**src/rtl/attack_resolver.sv**
```systemverilog
// ============================================================================
// Module  : attack_resolver
// Brief   : Player-turn attack sweep, damage calculation and monster HP owner.
//           Optional critical-hit window enabled by defining ATTACK_CRIT_EN.
// Revision: 1.0 - initial release
// ============================================================================
`default_nettype none

module attack_resolver #(
    parameter int CURSOR_DIV  = 250000,
    parameter int BAR_W       = 320,
    parameter int MAX_DMG     = 40,
    parameter int HP_INIT     = 200,
    parameter int SHOW_CYCLES = 50000000,
    parameter int CRIT_WIN    = 4
) (
    input  logic       i_clk,
    input  logic       i_rst_n,
    input  logic [1:0] game_state,
    input  logic       btn,
    output logic       attack,
    output logic [9:0] cursor_x,
    output logic [7:0] damage,
    output logic [7:0] monster_hp,
    output logic       monster_alive,
`ifdef ATTACK_CRIT_EN
    output logic       crit,
`endif
    output logic       busy
);

    localparam logic [2:0] S_IDLE  = 3'd0;
    localparam logic [2:0] S_SWEEP = 3'd1;
    localparam logic [2:0] S_CALC  = 3'd2;
    localparam logic [2:0] S_SHOW  = 3'd3;
    localparam logic [2:0] S_DONE  = 3'd4;

    localparam int c_DIV_W  = (CURSOR_DIV > 1) ? $clog2(CURSOR_DIV) : 1;
    localparam int c_SHOW_W = $clog2(SHOW_CYCLES + 1);

    localparam logic [c_DIV_W-1:0]  c_DIV_LAST  = c_DIV_W'(CURSOR_DIV - 1);
    localparam logic [c_SHOW_W-1:0] c_SHOW_LAST = c_SHOW_W'(SHOW_CYCLES - 1);
    localparam logic [9:0]          c_CENTRE    = 10'(BAR_W / 2);
    localparam logic [9:0]          c_LAST_POS  = 10'(BAR_W - 1);
    localparam logic [9:0]          c_MAX_DMG   = 10'(MAX_DMG);
    localparam logic [7:0]          c_HP_INIT   = 8'(HP_INIT);

    // Elaboration-time guard on parameter ranges
    if (BAR_W > 1024 || BAR_W < 2 || MAX_DMG > 255 || HP_INIT < 1 || HP_INIT > 255 ||
        SHOW_CYCLES < 1 || CURSOR_DIV < 1 || CRIT_WIN < 0) begin : g_bad_params
        $error("attack_resolver: parameter out of range");
    end

    logic [2:0]          r_state;
    logic [c_DIV_W-1:0]  r_div;
    logic [c_SHOW_W-1:0] r_show;
    logic [9:0]          r_cursor;
    logic [9:0]          r_pos;
    logic                r_miss;
    logic [7:0]          r_dmg;
    logic [7:0]          r_hp;
    logic                r_attack;
    logic                r_btn_s1;
    logic                r_btn_s2;
    logic                r_btn_prev;
    logic [1:0]          r_gs_prev;

    logic [1:0] w_gs;
    logic       w_turn;
    logic       w_reload;
    logic       w_press;
    logic [9:0] w_dist;
    logic [7:0] w_lin_dmg;
    logic [7:0] w_dmg;
    logic [7:0] w_hp_next;

    assign w_gs     = (game_state == 2'd3) ? 2'd0 : game_state;
    assign w_turn   = (w_gs == 2'd1);
    assign w_reload = (r_gs_prev == 2'd2) && (w_gs != 2'd2);
    assign w_press  = r_btn_s2 & ~r_btn_prev;

    assign w_dist    = (r_pos >= c_CENTRE) ? (r_pos - c_CENTRE) : (c_CENTRE - r_pos);
    assign w_lin_dmg = (w_dist < c_MAX_DMG) ? 8'(c_MAX_DMG - w_dist) : 8'd0;
    assign w_hp_next = (r_hp >= r_dmg) ? (r_hp - r_dmg) : 8'd0;

`ifdef ATTACK_CRIT_EN
    logic        w_crit_hit;
    logic [10:0] w_dbl;
    logic        r_crit_hit;
    logic        r_crit;

    assign w_crit_hit = (w_dist <= 10'(CRIT_WIN)) && (w_dist < c_MAX_DMG) && !r_miss;
    assign w_dbl      = {1'b0, c_MAX_DMG - w_dist} << 1;
    assign w_dmg      = r_miss ? 8'd0 :
                        w_crit_hit ? ((w_dbl > 11'd255) ? 8'd255 : w_dbl[7:0]) : w_lin_dmg;
    assign crit       = r_crit;
`else
    assign w_dmg = r_miss ? 8'd0 : w_lin_dmg;
`endif

    always_ff @(posedge i_clk or negedge i_rst_n) begin
        if (!i_rst_n) begin
            r_btn_s1   <= 1'b0;
            r_btn_s2   <= 1'b0;
            r_btn_prev <= 1'b0;
            r_gs_prev  <= 2'd0;
        end else begin
            r_btn_s1   <= btn;
            r_btn_s2   <= r_btn_s1;
            r_btn_prev <= r_btn_s2;
            r_gs_prev  <= w_gs;
        end
    end

    always_ff @(posedge i_clk or negedge i_rst_n) begin
        if (!i_rst_n) begin
            r_state  <= S_IDLE;
            r_div    <= '0;
            r_show   <= '0;
            r_cursor <= 10'd0;
            r_pos    <= 10'd0;
            r_miss   <= 1'b0;
            r_dmg    <= 8'd0;
            r_hp     <= c_HP_INIT;
            r_attack <= 1'b0;
`ifdef ATTACK_CRIT_EN
            r_crit_hit <= 1'b0;
            r_crit     <= 1'b0;
`endif
        end else begin
            r_attack <= 1'b0;
`ifdef ATTACK_CRIT_EN
            r_crit   <= 1'b0;
`endif
            case (r_state)
                S_IDLE: begin
                    if (w_turn) begin
                        r_state  <= S_SWEEP;
                        r_cursor <= 10'd0;
                        r_div    <= '0;
                    end
                end
                S_SWEEP: begin
                    // Press wins over a coincident step, so the pre-step position is kept
                    if (!w_turn) begin
                        r_state <= S_IDLE;
                    end else if (w_press) begin
                        r_pos   <= r_cursor;
                        r_miss  <= 1'b0;
                        r_state <= S_CALC;
                    end else if (r_div == c_DIV_LAST) begin
                        r_div <= '0;
                        if (r_cursor == c_LAST_POS) begin
                            r_pos   <= r_cursor;
                            r_miss  <= 1'b1;
                            r_state <= S_CALC;
                        end else begin
                            r_cursor <= r_cursor + 10'd1;
                        end
                    end else begin
                        r_div <= r_div + 1'b1;
                    end
                end
                S_CALC: begin
                    if (!w_turn) begin
                        r_state <= S_IDLE;
                    end else begin
                        r_dmg   <= w_dmg;
                        r_show  <= '0;
                        r_state <= S_SHOW;
`ifdef ATTACK_CRIT_EN
                        r_crit_hit <= w_crit_hit;
`endif
                    end
                end
                S_SHOW: begin
                    if (!w_turn) begin
                        r_state <= S_IDLE;
                    end else if (r_show == c_SHOW_LAST) begin
                        r_hp     <= w_hp_next;
                        r_attack <= 1'b1;
                        r_state  <= S_DONE;
`ifdef ATTACK_CRIT_EN
                        r_crit   <= r_crit_hit;
`endif
                    end else begin
                        r_show <= r_show + 1'b1;
                    end
                end
                S_DONE: begin
                    if (!w_turn) begin
                        r_state <= S_IDLE;
                    end
                end
                default: r_state <= S_IDLE;
            endcase

            // Leaving the end/menu state starts a new game
            if (w_reload) begin
                r_hp  <= c_HP_INIT;
                r_dmg <= 8'd0;
            end
        end
    end

    assign attack        = r_attack;
    assign cursor_x      = r_cursor;
    assign damage        = r_dmg;
    assign monster_hp    = r_hp;
    assign monster_alive = (r_hp != 8'd0);
    assign busy          = (r_state == S_SWEEP) || (r_state == S_SHOW);

endmodule

`default_nettype wire

```
**config.mk**
```make
export PLATFORM = sky130hd
export DESIGN_NAME = attack_resolver
export DESIGN_NICKNAME = d
export VERILOG_FILES = /design/src/rtl/attack_resolver.sv
export SDC_FILE = /design/constraint.sdc
export NUM_CORES = 1
export LEC_CHECK = 0
export CORE_MARGIN = 5
export CORE_UTILIZATION = 50
export DETAILED_ROUTE_END_ITERATION = 12
export GPL_TIMING_DRIVEN = 0
export PLACE_DENSITY = 0.79
export SETUP_SLACK_MARGIN = 0.4
export SLEW_MARGIN = 15
export SYNTH_ARGS = -nofsm -noshare
export SYNTH_HDL_FRONTEND = slang
export SYNTH_SLANG_ARGS = --single-unit
```
**constraint.sdc**
```tcl
create_clock -name i_clk -period 2.1 [get_ports i_clk]
set_input_delay 0.63 -clock i_clk [delete_from_list [all_inputs] [get_ports i_clk]]
set_output_delay 0.63 -clock i_clk [all_outputs]
set_load 0.005 [all_outputs]
```
Word level (Yosys, flattened, before mapping)
Index checks and enable logic that the tools add are counted.
{"block": "op_classes", "magnitude_cmp": 3, "reduce_logical": 19, "n_eq_ne": 23, "add_sub_neg": 7, "mux": 46, "n_bitwise": 2}
{"op": "two-way mux 10 bit", "n": 9}
{"op": "two-way mux 8 bit", "n": 10}
{"op": "two-way mux 26 bit", "n": 3}
{"op": "two-way mux 18 bit", "n": 4}
{"op": "case mux 26 bit (2 select lines)", "n": 1}
{"op": "case mux 18 bit (2 select lines)", "n": 1}
{"op": "adder 26 x 1 -> 26 bit, second input constant", "n": 1}
{"op": "== test 26 bit, second input constant", "n": 1}
{"op": "two-way mux 3 bit", "n": 8}
{"op": "inequality test 2 bit, second input constant", "n": 10}
{"op": "case mux 10 bit (2 select lines)", "n": 1}
{"op": "adder 18 x 1 -> 18 bit, second input constant", "n": 1}
{"op": "== test 18 bit, second input constant", "n": 1}
{"op": "nonzero test 2 bit", "n": 8}
{"op": "case mux 3 bit (5 select lines)", "n": 1}
{"op": "AND reduction 4 bit", "n": 3}
{"op": "adder 10 x 1 -> 10 bit, second input constant", "n": 1}
{"op": "== test 10 x 9 -> 1 bit, second input constant", "n": 1}
{"op": ">= comparator 10 x 8 -> 1 bit, second input constant", "n": 1}
{"op": "less-than comparator 10 x 6 -> 1 bit, second input constant", "n": 1}
{"op": "subtractor 10 x 8 -> 10 bit, second input constant", "n": 1}
{"op": "subtractor 8 x 10 -> 10 bit, first input constant", "n": 1}
{"op": ">= comparator 8 bit", "n": 1}
{"op": "inequality test 4 bit, second input constant", "n": 2}
{"op": "20 further kinds", "n": 28}
{"block": "totals", "elab_cells": 113, "inputBits": 5, "out_inout_bits": 29, "ff_bits": 90}

Depth between registers and ports, before layout
{"block": "depth", "ltp_word": 8, "ltp_mapped": 10, "mapped_depth_nobuf": 10}

Worst setup path before layout
No wires, ideal clock.
{"block": "synth_path", "kind": "input to register", "start": "input port game_state[1]", "end": "register r_div[12]", "setup_time_ns": 0.137, "required_ns": 1.963, "slack_ns": -0.139, "n_path_buf": 0, "cell_stages": 6, "arrival_ns": 2.101, "path_cell_list": "or4b_4 or4_4 nor2_2 a21oi_1 o21ai_0 o31ai_1"}
{"block": "synth_via", "elab_chain_len": 5, "word_cells_on_any_way": 6, "classes_between": "eq/ne: 4; mux: 1; reduce/logical: 1"}
{"element": "from (decl)", "line": "19", "rtl": "input logic [1:0] game_state,"}
{"element": "== test 2 bit", "line": "77", "rtl": "assign w_gs = (game_state == 2'd3) ? 2'd0 : game_state;"}
{"element": "two-way mux 2 bit (*)", "line": "77"}
{"element": "== test 2 x 1 -> 1 bit (*)", "line": "78", "rtl": "assign w_turn = (w_gs == 2'd1);"}
{"element": "inequality test 2 bit (no source line)"}
{"element": "AND reduction 4 bit (no source line) (*)"}
{"element": "to (signal assigned)", "line": "161", "rtl": "r_div <= r_div + 1'b1;"}
{"element": "to (decl)", "line": "55", "rtl": "logic [c_DIV_W-1:0] r_div;"}
Every way passes the cells marked *; elsewhere a longest branch is shown, timed or not.
A chain may end at the register's enable or synchronous reset.

Worst setup path after layout
{"block": "layout_path", "start": "register r_div[13]", "end": "register r_cursor[6] (netlist: cursor_x[6])"}
{"block": "layout_via", "elab_chain_len": 3}
{"element": "== test 18 bit", "line": "151", "rtl": "end else if (r_div == c_DIV_LAST) begin"}
{"element": "inequality test 2 bit (no source line)"}
{"element": "AND reduction 6 bit (no source line)"}
{"element": "to (signal assigned)", "line": "158", "rtl": "r_cursor <= r_cursor + 10'd1;"}
{"element": "to (decl)", "line": "57", "rtl": "logic [9:0] r_cursor;"}
Every way passes these cells.

==> results.ini <==
[worst_setup_path]
crit_required_ns = 2.36
critPathKind = reg -> reg
worst_setup_path_start_kind = register
worstSetupEndpointType = register
crit_fanout = 6
critical_path_arrival_ns = 2.69

[worst_hold_path]
hold_class = in -> async

[global_route]
grt_first_pass_wirelength_mm = 26.74
grt_start_max_net_pins = 54
grt_antenna_before_repair = 0
grt.overflow.total = 0
grt_usage_pct = 26.05
grt_pass1_vias = 5304

[clocking]
cts.sinks = 90
clockRootBuffer = clkbuf_8
htree_num_levels = 3
cts_buffers = 9
clockBufferDepth = 2
worst_skew_pair.late_latency_ns = 0.36
ctsHoldBuffers = 0
cts_tree = yes
clkTransAtPathRegs_ns = 0.10

[timing]
rsz0062_at_grt = true
hold_viol = 0
setup_tns_ns = -2.295
report.final.slew_viol_count = 0
fin_crit_sh_pct = 115.8
relSlewSlack_pct = 62.92
setup_ws_ns = -0.3318
fin_worst_skew_ns = 0.01516
fin_crit_ns = 2.432
setup_viol = 35
fmax_ghz = 0.4112
worstMarginPinSlew_ns = 0.5504
hold_ws_ns = 0.2514

[synthesis]
synth_edf_count = 0
netlist_area_sq_mm = 0.005166
synth_warnings = 0
yosys.cell_types.count = 71
synth-seq-cells = 90
netlist_instances = 549
async_reset_ff_share_pct = 100.0
synthFlopType = dfrtp_1
synth_fp_nets = 571
synth.yosys.seq_area_share_pct = 43.67
synth.avg_cell_area_sq_um = 9.410

[detailed_routing]
num_vias = 5506
antenna_left = 0
viasPerCell = 6.329
route.detailed.drc = 0
drtIter0Drc = 425
avgRoutedWirePerCell_um = 22.51
drt_wl_total_mm = 19.59
firstDrtPassIters = 5

[power_and_ir_drop]
ir_drop_mv = 0.5766
leakagePower_nw = 3.533
power_density_mw_per_mm2 = 506.0

[floorplan]
die_y_um = 111.7
std_cell_rows = 37
fp.dieW_um = 111.7
ioPinCount = 34
die_area_sq_mm = 0.01247
initial_core_util_pct = 50.72
coreArea_sq_mm = 0.01018

[cells_and_area]
num-fill-cells = 547
utilization_pct = 80.01
area_growth_pct = 57.74
drive_gt1_share_pct = 51.09
diodes = 0
nNetsFinal = 751
final_area_sq_mm = 0.008149

[run]
max-cap-violations = 0

[place]
place_congestion = 0.9094
portBuffers = 33
placed_area_sq_mm = 0.005989
place_hpwl_mm = 8.394

[outcome]
violations = setup timing
status = finished with violations

worst max-delay path: stages (launching register included):
cell and delay (ns):
dfrtp_1 0.48, nor4b_4 0.42, nand3_2 0.19, or3_4 0.44, buf_8 0.17, a211oi_4 0.29
xnor2_1 0.14, nor2_1 0.20
cell type report:
type / count / area (sq um) / area share, %
Buffer: 20 / 215.2 / 2.641
Clock buffer: 10 / 137.6 / 1.689
Clock inverter: 6 / 112.6 / 1.382
Inverter: 22 / 97.59 / 1.198
Multi-Input combinational cell: 417 / 3578 / 43.91
Sequential cell: 90 / 2283 / 28.02
Tap cell: 136 / 170.2 / 2.088
Timing Repair Buffer: 169 / 1554 / 19.07
sequential cells by signal (all words and copies together), names as in the netlist, 2 cells and up:
| signal | count |
|---|---|
| cursor_x | 10 |
| damage | 8 |
| monster_hp | 8 |
| r_div | 18 |
| r_gs_prev | 2 |
| r_pos | 10 |
| r_show | 26 |
| r_state | 3 |
placed cells by master, fill, tap and decap left out, types with 13 or more instances in the layout:
| cell type | synthesis | layout |
|---|---|---|
| xor2_1 | 20 | 18 |
| dfrtp_2 | 0 | 22 |
| buf_6 | 2 | 62 |
| buf_4 | 3 | 83 |
| nor2_4 | 0 | 13 |
| o21ai_2 | 1 | 15 |
| nand2_1 | 51 | 38 |
| nor2_1 | 58 | 44 |
| dfrtp_1 | 87 | 65 |
| nand3_1 | 23 | 15 |
| inv_1 | 22 | 17 |
| xnor2_1 | 26 | 24 |
final timing paths:
check / startpoint / to / slack, ns / cells past startpoint
setup / recovery: r_div[13]$_DFFE_PN0P_ / cursor_x[6]$_DFFE_PN0P_ / -0.33 / 7
hold / removal: i_rst_n / r_div[5]$_DFFE_PN0P_ / 0.25 / 1
setup reg to reg: r_div[13]$_DFFE_PN0P_ / cursor_x[6]$_DFFE_PN0P_ / -0.33 / 7
hold reg to reg: r_btn_s1$_DFF_PN0_ / r_btn_s2$_DFF_PN0_ / 0.39 / 0
max in group asynchronous: i_rst_n / monster_hp[3]$_DFFE_PN1P_ / 1.12 / 2
min in group i_clk: r_btn_s1$_DFF_PN0_ / r_btn_s2$_DFF_PN0_ / 0.39 / 0
per-layer routing:
layer	share of wire [%]	routed length [um]	GRT usage, %	vias to the layer above
li1	-	-	-	2331
met2	52	10170	47.00	349
met5	0	0	0	-
met3	7.2	1405	4.674	118
met1	35	6835	30.93	2708
met4	6.0	1170	9.489	0
kinds of logic (layout without fill, tap and decap cells):
kind of cell | Yosys count | after routing | share of synthesized area (%)
mux | 7 | 7 | 1.477
flops | 90 | 90 | 43.67
xor+xnor | 46 | 46 | 7.799
fa+ha+maj | 17 | 17 | 4.263
buf+inv | 42 | 227 | 3.657
simple gates | 234 | 234 | 24.36
compound gates | 113 | 113 | 14.77
where the power goes:
group	internal [W]	switching [W]
sequential	0.00178	0.0000699
clock	0.000829	0.000652
combinational	0.000361	0.000436
total	0.00297	0.00116
metrics by stage:
stage,worst slack [ns],cells,power (W)
5_1_grt,-0.3198,870,0.004245
3_5_place_dp,-0.8659,719,0.002393
4_1_cts,-0.1040,835,0.003944
3_3_place_gp,-2.826,718,0.002372
2_1_floorplan,-0.02493,549,0.002251
6_report,-0.3318,870,0.004124
timing repair:
item	in CTS	in global routing
buffers inserted	96	35
gates cloned	4	0
pin swaps	76	49
setup endpoints to repair	114	97
resized for setup	247	101
synth_stat cells (6+ instances only):
cell type | count | area share (%)
a21oi_1 | 21 | 2.0
a22o_1 | 7 | 1.2
and4_1 | 6 | 1.0
clkbuf_1 | 10 | 0.73
dfrtp_1 | 87 | 42
ha_1 | 16 | 3.9
inv_1 | 22 | 1.6
nand2_1 | 51 | 3.7
nand2b_1 | 7 | 0.85
nand3_1 | 23 | 2.2
nand4_1 | 10 | 1.2
nor2_1 | 58 | 4.2
nor2b_1 | 6 | 0.73
nor3_1 | 14 | 1.4
nor4_1 | 7 | 0.85
o211ai_1 | 8 | 1.2
o21ai_0 | 34 | 3.3
o31ai_1 | 6 | 0.87
or3_1 | 7 | 0.85
xnor2_1 | 26 | 4.4
xor2_1 | 20 | 3.4
Note: power is estimated with default switching activity, not from simulation.
